===== src/rtl/keypad_pkg.sv =====
// Shared constants, FSM encoding and key map for the keypad entry controller.
package keypad_pkg;

  localparam logic [3:0] KEY_NONE  = 4'hF;
  localparam logic [3:0] KEY_CLEAR = 4'hA;

  typedef enum logic [1:0] {
    IDLE    = 2'd0,
    COLLECT = 2'd1,
    DONE    = 2'd2
  } state_t;

  // True when exactly one active-low row line is pulled down.
  function automatic logic one_cold(input logic [3:0] r);
    return (r == 4'b0111) || (r == 4'b1011) || (r == 4'b1101) || (r == 4'b1110);
  endfunction

  // Column index and raw row sample to key code; row index 0 is row[3].
  function automatic logic [3:0] key_map(input logic [1:0] c, input logic [3:0] r);
    logic [1:0] ri;
    logic [3:0] code;
    case (r)
      4'b0111: ri = 2'd0;
      4'b1011: ri = 2'd1;
      4'b1101: ri = 2'd2;
      default: ri = 2'd3;
    endcase
    case ({c, ri})
      4'b00_00: code = 4'h1;
      4'b00_01: code = 4'h4;
      4'b00_10: code = 4'h7;
      4'b00_11: code = 4'h0;
      4'b01_00: code = 4'h2;
      4'b01_01: code = 4'h5;
      4'b01_10: code = 4'h8;
      4'b01_11: code = 4'hE;
      4'b10_00: code = 4'h3;
      4'b10_01: code = 4'h6;
      4'b10_10: code = 4'h9;
      4'b10_11: code = 4'hF;
      4'b11_00: code = 4'hA;
      4'b11_01: code = 4'hB;
      4'b11_10: code = 4'hC;
      default:  code = 4'hD;
    endcase
    if (!one_cold(r)) begin
      code = KEY_NONE;
    end
    return code;
  endfunction

endpackage


===== src/rtl/keypad_debounce.sv =====
// Scan-level debouncer: turns per-scan key results into one strobe per press.
module keypad_debounce
  import keypad_pkg::*;
#(
  parameter int DEBOUNCE_SCANS = 4
) (
  input  logic       clk,
  input  logic       rst_n,
  input  logic       clear,
  input  logic       scan_done,
  input  logic [3:0] scan_code,
  output logic       strobe,
  output logic [3:0] code
);

  localparam int CW = $clog2(DEBOUNCE_SCANS + 1);
  localparam logic [CW-1:0] RUN_LIMIT = CW'(DEBOUNCE_SCANS);

  logic          pressed_reg;
  logic [3:0]    cand_reg;
  logic [CW-1:0] cnt_reg;
  logic [CW-1:0] cnt_inc;
  logic [CW-1:0] run_len;

  // Run length of the current scan result while released; counts restart on a new key.
  always_comb begin
    cnt_inc = cnt_reg + 1'b1;
    run_len = (scan_code == cand_reg) ? cnt_inc : CW'(1);
  end

  // Press/release acceptance; a different key while pressed only breaks the release run.
  always_ff @(posedge clk) begin
    if (!rst_n) begin
      pressed_reg <= 1'b0;
      cand_reg    <= KEY_NONE;
      cnt_reg     <= '0;
      strobe      <= 1'b0;
      code        <= KEY_NONE;
    end else begin
      strobe <= 1'b0;
      if (clear) begin
        pressed_reg <= 1'b0;
        cand_reg    <= KEY_NONE;
        cnt_reg     <= '0;
      end else if (scan_done) begin
        if (!pressed_reg) begin
          if (scan_code == KEY_NONE) begin
            cand_reg <= KEY_NONE;
            cnt_reg  <= '0;
          end else if (run_len == RUN_LIMIT) begin
            pressed_reg <= 1'b1;
            cand_reg    <= KEY_NONE;
            cnt_reg     <= '0;
            strobe      <= 1'b1;
            code        <= scan_code;
          end else begin
            cand_reg <= scan_code;
            cnt_reg  <= run_len;
          end
        end else begin
          if (scan_code != KEY_NONE) begin
            cnt_reg <= '0;
          end else if (cnt_inc == RUN_LIMIT) begin
            pressed_reg <= 1'b0;
            cnt_reg     <= '0;
          end else begin
            cnt_reg <= cnt_inc;
          end
        end
      end
    end
  end

endmodule


===== src/rtl/keypad_entry_controller.sv =====
// Keypad column scanner, digit entry buffer and start/done handshake FSM.
module keypad_entry_controller
  import keypad_pkg::*;
#(
  parameter int SETTLE_CYCLES  = 1000,
  parameter int DEBOUNCE_SCANS = 4,
  parameter int NUM_DIGITS     = 4
) (
  input  logic                    clk,
  input  logic                    rst_n,
  input  logic [3:0]              row,
  output logic [3:0]              col,
  input  logic                    start,
  input  logic                    abort,
  output logic                    busy,
  output logic                    key_strobe,
  output logic [3:0]              key_code,
  output logic [4*NUM_DIGITS-1:0] digits,
  output logic                    digits_valid
);

  localparam int TW = $clog2(SETTLE_CYCLES);
  localparam int NW = $clog2(NUM_DIGITS + 1);
  localparam int DW = 4 * NUM_DIGITS;
  localparam logic [TW-1:0] TIMER_LAST = TW'(SETTLE_CYCLES - 1);

  state_t          state_reg, state_next;
  logic [TW-1:0]   timer_reg;
  logic [1:0]      col_idx_reg;
  logic            found_reg;
  logic [3:0]      scan_code_reg;
  logic [NW-1:0]   count_reg;

  logic            scan_active;
  logic            sample_now;
  logic            acc_found;
  logic [3:0]      acc_code;
  logic            scan_done;
  logic            row_hit;

  // Scanner runs only while collecting; a start restarts it from column 0.
  always_comb begin
    scan_active = (state_reg == COLLECT) && !start;
    sample_now  = scan_active && (timer_reg == TIMER_LAST);
    row_hit     = one_cold(row);
    if ((col_idx_reg != 2'd0) && found_reg) begin
      acc_found = 1'b1;
      acc_code  = scan_code_reg;
    end else begin
      acc_found = row_hit;
      acc_code  = row_hit ? key_map(col_idx_reg, row) : KEY_NONE;
    end
    scan_done = sample_now && (col_idx_reg == 2'd3);
  end

  // Column timer and per-scan accumulator of the lowest one-cold column.
  always_ff @(posedge clk) begin
    if (!rst_n || !scan_active) begin
      timer_reg     <= '0;
      col_idx_reg   <= 2'd0;
      found_reg     <= 1'b0;
      scan_code_reg <= KEY_NONE;
    end else if (timer_reg == TIMER_LAST) begin
      timer_reg     <= '0;
      col_idx_reg   <= col_idx_reg + 2'd1;
      found_reg     <= acc_found;
      scan_code_reg <= acc_code;
    end else begin
      timer_reg <= timer_reg + 1'b1;
    end
  end

  keypad_debounce #(
    .DEBOUNCE_SCANS(DEBOUNCE_SCANS)
  ) u_debounce (
    .clk      (clk),
    .rst_n    (rst_n),
    .clear    (state_reg != COLLECT),
    .scan_done(scan_done),
    .scan_code(acc_code),
    .strobe   (key_strobe),
    .code     (key_code)
  );

  // FSM state register.
  always_ff @(posedge clk) begin
    if (!rst_n) begin
      state_reg <= IDLE;
    end else begin
      state_reg <= state_next;
    end
  end

  // FSM next state: abort wins over start; DONE one cycle after the last digit lands.
  always_comb begin
    state_next = state_reg;
    if (abort) begin
      state_next = IDLE;
    end else if (start) begin
      state_next = COLLECT;
    end else if ((state_reg == COLLECT) && (count_reg == NW'(NUM_DIGITS))) begin
      state_next = DONE;
    end
  end

  // FSM outputs: columns idle high outside COLLECT.
  always_comb begin
    busy         = (state_reg == COLLECT);
    digits_valid = (state_reg == DONE);
    col          = busy ? ~(4'b0001 << col_idx_reg) : 4'hF;
  end

  // Entry buffer: strobes coinciding with start/abort are dropped.
  always_ff @(posedge clk) begin
    if (!rst_n) begin
      digits    <= '1;
      count_reg <= '0;
    end else if (abort) begin
      digits    <= digits;
      count_reg <= count_reg;
    end else if (start) begin
      digits    <= '1;
      count_reg <= '0;
    end else if ((state_reg == COLLECT) && key_strobe && (count_reg < NW'(NUM_DIGITS))) begin
      if (key_code <= 4'd9) begin
        digits    <= {digits[DW-5:0], key_code};
        count_reg <= count_reg + 1'b1;
      end else if (key_code == KEY_CLEAR) begin
        digits    <= '1;
        count_reg <= '0;
      end
    end
  end

endmodule


===== config.mk =====
export PLATFORM = sky130hd
export DESIGN_NAME = keypad_entry_controller
export DESIGN_NICKNAME = d
export VERILOG_FILES = /design/src/rtl/keypad_pkg.sv /design/src/rtl/keypad_debounce.sv /design/src/rtl/keypad_entry_controller.sv
export SDC_FILE = /design/constraint.sdc
export NUM_CORES = 1
export LEC_CHECK = 0
export CORE_MARGIN = 2
export CORE_UTILIZATION = 60
export DETAILED_ROUTE_END_ITERATION = 6
export PLACE_DENSITY = 0.82
export RECOVER_POWER = 50
export SYNTH_ARGS = -nofsm -noshare
export SYNTH_HDL_FRONTEND = slang
export SYNTH_HIERARCHICAL = 1
export SYNTH_SLANG_ARGS = --single-unit

===== constraint.sdc =====
create_clock -name clk -period 9.3 [get_ports clk]
set_clock_uncertainty 0.05 [all_clocks]
set_input_delay 1.86 -clock clk [delete_from_list [all_inputs] [get_ports clk]]
set_output_delay 1.86 -clock clk [all_outputs]
set_load 0.01 [all_outputs]

# == Word-level counts from Yosys, hierarchy flattened ==
# Memories as Yosys holds them, arrays and structs flattened.
# Index checks and enable logic that the tools add are counted.
# totals
regBits,51
latchBits,0
mem_bits_rw,0
rom_bits,64
input_bits,8
out_inout_bits,27
word_cells,99
memories,1
# op_classes
addsub,4
mul,0
div,0
order_cmp,2
eq_ne,16
shift,1
n_mux,29
bitwise_logic,7
n_reduce_logical,26
# mem_list
memory,words,width,rd,rd_clocked_by_memory_dff,wr,line_no,rtl
(name not given),16,4,1,0,0,keypad_pkg.sv:28,"case ({c, ri})"
# ops
operator,count
two-way mux 16 bit,4
two-way mux 3 bit,10
equality test 4 bit (second input constant),5
two-way mux 4 bit,5
adder 10 x 1 -> 10 bit (second input constant),1
equality test 10 bit (second input constant),1
equality test 3 bit (second input constant),3
two-way mux 1 bit,8
logical AND 1 bit,7
adder 3 x 1 -> 3 bit (second input constant),2
inverter 1 bit,6
one-hot mux 2 bit (3 select lines),1
nonzero test 2 bit,3
OR reduction 2 bit,3
AND reduction 5 bit,1
equality test 2 bit (second input constant),2
equality test 4 x 3 -> 1 bit (second input constant),1
equality test 4 bit,1
less-or-equal comparator 4 bit (second input constant),1
logical OR 1 bit,4
inequality test 4 bit (second input constant),1
inverter 4 bit,1
OR reduction 4 bit,1
left shift 1 x 2 -> 4 bit (first input constant),1
other kinds (10),12

# == Logic depth before layout (Yosys ltp) ==
# logic_depth
word_depth,12
mapped_depth,14
depth_no_buf,11

# == By module ==
# Netlist, hierarchy kept.
# by_module_without_submodules
module,instances,cells_each,area_each_um2,seq_area_each_um2
keypad_entry_controller,1,262,2212.1,760.7
keypad_debounce,1,71,724.4,260.2

# == Least setup slack after synthesis ==
# No wires, ideal clock.
# synth_timing
kind,input to register
start,input row[1]
end,register u_debounce.code[0]
setup_time_ns,0.124
t_arrival_ns,4.324
t_required_ns,9.126
path_slack_ns,4.802
cell_stages,12
path_buffers,3
path_cell_list,clkbuf_2 -> nand4b_1 -> ha_1 -> buf_1 -> a211o_1 -> a211o_1 -> a21oi_1 -> xnor2_1 -> nand4_2 -> buf_6 -> o31ai_1 -> nand3b_1
# synth_via
elab_chain_cells,10
word_cells_on_any_way,18
cone_classes,eq/ne: 7; mux: 5; bitwise: 1; reduce/logical: 4; memory: 1
# synth_rtl
element,line_no,rtl
start: declaration,keypad_entry_controller.sv:11,"input logic [3:0] row,"
equality test 4 bit or equality test 4 x 3 -> 1 bit (tied branches),"keypad_pkg.sv:15, keypad_pkg.sv:22",
one-hot mux 2 bit (3 select lines) or logical OR 1 bit (tied branches),"keypad_pkg.sv:22, keypad_pkg.sv:15",
two-way mux 2 bit or logical OR 1 bit (tied branches),"keypad_entry_controller.sv:46, keypad_pkg.sv:15",
memory (16 x 4 bit) or logical OR 1 bit (tied branches),n/a,
two-way mux 4 bit (*),keypad_entry_controller.sv:51,"acc_code = row_hit ? key_map(col_idx_reg, row) : KEY_NONE;"
two-way mux 4 bit (*),keypad_entry_controller.sv:46,if ((col_idx_reg != 2'd0) && found_reg) begin
named net acc_code[0],keypad_entry_controller.sv:37,logic [3:0] acc_code;
equality test 4 bit,keypad_debounce.sv:28,run_len = (scan_code == cand_reg) ? cnt_inc : CW'(1);
two-way mux 3 bit,keypad_debounce.sv:28,
equality test 3 bit,keypad_debounce.sv:50,end else if (run_len == RUN_LIMIT) begin
AND reduction 5 bit (no line),n/a,
end signal: assignment,keypad_debounce.sv:55,code <= scan_code;
end: declaration,keypad_debounce.sv:13,output logic [3:0] code
# Mark *: on every way through the listed nets, which the timed path passes. The rest lies on a longest branch. The select of a mux whose other input is x is not followed.
# A chain may end at the register's enable or synchronous reset.

# == Final worst setup path ==
# layout_timing
start,input row[2]
end,register u_debounce.cand_reg[0]
# layout_via
elab_chain_cells,11
word_cells_on_any_way,18
cone_classes,eq/ne: 7; mux: 7; reduce/logical: 3; memory: 1
# layout_rtl
element,line_no,rtl
equality test 4 bit or equality test 4 x 3 -> 1 bit (tied branches),"keypad_pkg.sv:15, keypad_pkg.sv:22",
one-hot mux 2 bit (3 select lines) or logical OR 1 bit (tied branches),"keypad_pkg.sv:22, keypad_pkg.sv:15",
two-way mux 2 bit or logical OR 1 bit (tied branches),"keypad_entry_controller.sv:46, keypad_pkg.sv:15",
memory (16 x 4 bit) or logical OR 1 bit (tied branches),n/a,
two-way mux 4 bit (*),keypad_entry_controller.sv:51,
two-way mux 4 bit (*),keypad_entry_controller.sv:46,
named net acc_code[1],keypad_entry_controller.sv:37,
equality test 4 bit,keypad_debounce.sv:28,
two-way mux 3 bit,keypad_debounce.sv:28,
equality test 3 bit,keypad_debounce.sv:50,
two-way mux 4 bit,keypad_debounce.sv:50,
two-way mux 4 bit (*),keypad_debounce.sv:47,if (scan_code == KEY_NONE) begin
end signal: assignment,keypad_debounce.sv:57,cand_reg <= scan_code;
end: declaration,keypad_debounce.sv:20,logic [3:0] cand_reg;
# Marks and branches as above.

==> run metrics <==
HP Class reg2reg; detailed-route via count 2516; filler cell count ~390; Placement Rows 25; CTS Sinks between 50 and 60; largest net degree at the start of global routing 24; footprint of the multi-input gates 1664 sq um; crit start category input port; max reg flops 16; Ys Warns 6; total negative slack 0 ps; post-DR wirelength/cell ~15 um; Main synth FF type dfxtp_1; combinational power share 12.9%; CTS Hold Bufs 0; Mapped Nets around 360; hold slack approximately 410 ps; DRC errors left 0; gpl congestion about 0.81; most common cell after layout, fill and taps aside dfxtp_1; sequential area share after synthesis a little over a third; gr ovfl total 0; status completed; ys async rst share 0%; Finish-stage setup viols 0; synth unique cells 60; Worst VDD drop a little over 90 uV; core area ~4700 sq um; Int Power approximately 0.3 mW; Critical Path Fanout Max 14; fin area approximately 3300 sq um; starting DRC count in detailed routing between 100 and 150; dpl cell area 3229 sq um; # IOs 35; flops & latches, synth slightly above 50; Post-synth EDFFs 0; Post-CTS Setup Repair Bufs 0; final net count between 300 and 400; die area between 5000 and 6000 sq um; Reg clk slew, reported paths 100 ps; layout cell share with drive strength beyond 1 5.698%; CTS buffer count 5; DP Wirelength around 4300 um; PD cells roughly 130 nW/um^2; antenna violations before repair 0; Post-Syn Area roughly 2900 sq um; drt via density 6.019; Starting Density between 60% and 70%; GRT Overall Usage 23.16%; number of global-route vias before repair between 2000 and 2500; final wirelength approximately 6000 um; switching part of the total approximately 28%; RSZ-0062 raised after global routing false; Psw roughly 0.12 mW; commonest non-fill, non-tap cells in the layout 51 x dfxtp_1, 33 x o211ai_1, 29 x inv_1; Max clock buf depth 2; max cap viols 0; Clock power frac between 30% and 40%; FF+latch area approximately 1000 sq um; WS Path Type in2reg; slew at the pin closest to its max-slew limit roughly 1200 ps; crit path DAT 5430 ps; die width around 74 um; Achievable Freq about 0.19 GHz; Reg power frac 54.2%; global-route wire length before repair approximately 10000 um; syn_area_per_cell ~8.8 sq um; DRT Pass-1 Iters 4; LEAKAGE between 1 and 1.5 nW; antenna cells 0; buffers added on ports 34; CTS tree yes; Final ANT Viol Nets 0; clk root buf clkbuf_8; Design Power around 0.41 mW; final hold viol count 0; Worst Path Required roughly 9500 ps; Tcrit/Tclk final about 56%; minimum clock period after layout about 5200 ps; Synth-to-Final Area Change 12.82%; Critical Path Sink Type register; Rel. slew slack ~22%; Resize count post-CTS 0; Cells after Synth approximately 330; Die H roughly 74 um; clk_lat worst skew between 300 and 400 ps; H-Tree Depth 2; max-slew violations 0
-- logic make-up after synthesis --
group	count (synthesis)	synth area share, %
flip-flops	51	34.77
XOR/XNOR	15	4.474
buffers and inverters	53	8.180
AND/OR/NAND/NOR	107	21.99
multiplexers	1	0.3409
AO/OA/AOI/OAI	91	23.86
adder cells (fa/ha/maj)	15	6.391
-- final timing paths --
| path | start | end | cells past startpoint | slack, ps |
|---|---|---|---|---|
| setup / recovery | row[2] | u_debounce/cand_reg[0]$_SDFFE_PP1P_ | 12 | 4080 |
| hold / removal | timer_reg[0]$_SDFF_PP0_ | timer_reg[0]$_SDFF_PP0_ | 1 | 410 |
| setup reg to reg | col_idx_reg[1]$_SDFFE_PP0P_ | u_debounce/cand_reg[0]$_SDFFE_PP1P_ | 9 | 6090 |
| hold reg to reg | timer_reg[0]$_SDFF_PP0_ | timer_reg[0]$_SDFF_PP0_ | 1 | 410 |
-- routing by layer --
| metal | up-vias | wire, um | track usage (%) | share of wire [%] |
|---|---|---|---|---|
| met5 | - | 0 | 0 | 0 |
| met4 | 0 | 72 | 5.859 | 1.2 |
| met3 | 8 | 329 | 3.930 | 5.4 |
| met2 | 67 | 2857 | 36.31 | 47 |
| met1 | 1194 | 2882 | 33.42 | 47 |
| li1 | 1247 | - | - | - |
-- stage by stage --
stage          setup WS (ps)  std cells  util [%]
3_5_place_dp            3824        410     68.37
3_3_place_gp            3978        410     68.37
5_1_grt                 3801        418     70.15
2_1_floorplan           4802        333         -
6_report                4078        418     70.15
4_1_cts                 4120        418     70.38
-- critical path: stages --
cell,delay [ps]
clkdlybuf4s50_1,690
and4b_4,280
inv_1,100
ha_1,320
or2b_1,150
o2111ai_1,140
a311oi_1,440
a21oi_1,210
xnor2_1,240
nand4_2,370
o311ai_4,450
o22a_2,190
-- cells in the mapped netlist, types with 2 or more instances --
master	number	area, sq um
nand2b_1	9	56.30
o211ai_1	33	247.7
nand4b_1	2	17.52
nand2_1	16	60.06
or2b_1	2	15.01
a31oi_1	6	37.54
nor2_1	25	93.84
nor4b_1	5	43.79
nor2b_1	3	18.77
a21oi_1	11	55.05
and4bb_2	2	25.02
o22a_1	3	26.28
dfxtp_1	51	1021
o21ai_0	3	15.01
o31ai_1	7	52.55
ha_1	15	187.7
inv_1	29	108.9
a211o_1	2	17.52
clkbuf_1	6	22.52
a311oi_1	2	17.52
nor3b_1	3	22.52
nor3_1	9	45.04
nand4_1	3	18.77
nand3_1	8	40.04
a2bb2oi_1	2	17.52
buf_6	2	22.52
and2_1	2	12.51
buf_4	3	22.52
a22oi_1	3	22.52
o21a_1	5	37.54
clkbuf_2	2	10.01
xor2_1	3	26.28
nand3b_1	6	45.04
buf_2	10	50.05
and3b_2	2	20.02
xnor2_1	12	105.1
o211a_1	3	30.03
-- area by class of cell --
cell class / count / share of cell area, %
tap: 67 / 2.530
multi-input combinational: 229 / 50.23
inverter: 29 / 3.285
sequential: 51 / 30.82
clock buffer: 5 / 2.077
clock inverter: 3 / 0.7931
timing repair buffer: 34 / 10.27
-- power groups by stage --
| stage | registers, mW | logic (mW) | clock network, mW |
|---|---|---|---|
| CTS | 0.225 | 0.0548 | 0.138 |
| floorplan | 0.231 | 0.0395 | 0 |
| global placement | 0.230 | 0.0533 | 0 |
| global route | 0.226 | 0.0591 | 0.148 |
| detailed placement | 0.230 | 0.0542 | 0 |
| finish | 0.225 | 0.0536 | 0.136 |
No activity file was read; power rests on OpenSTA's default activity.
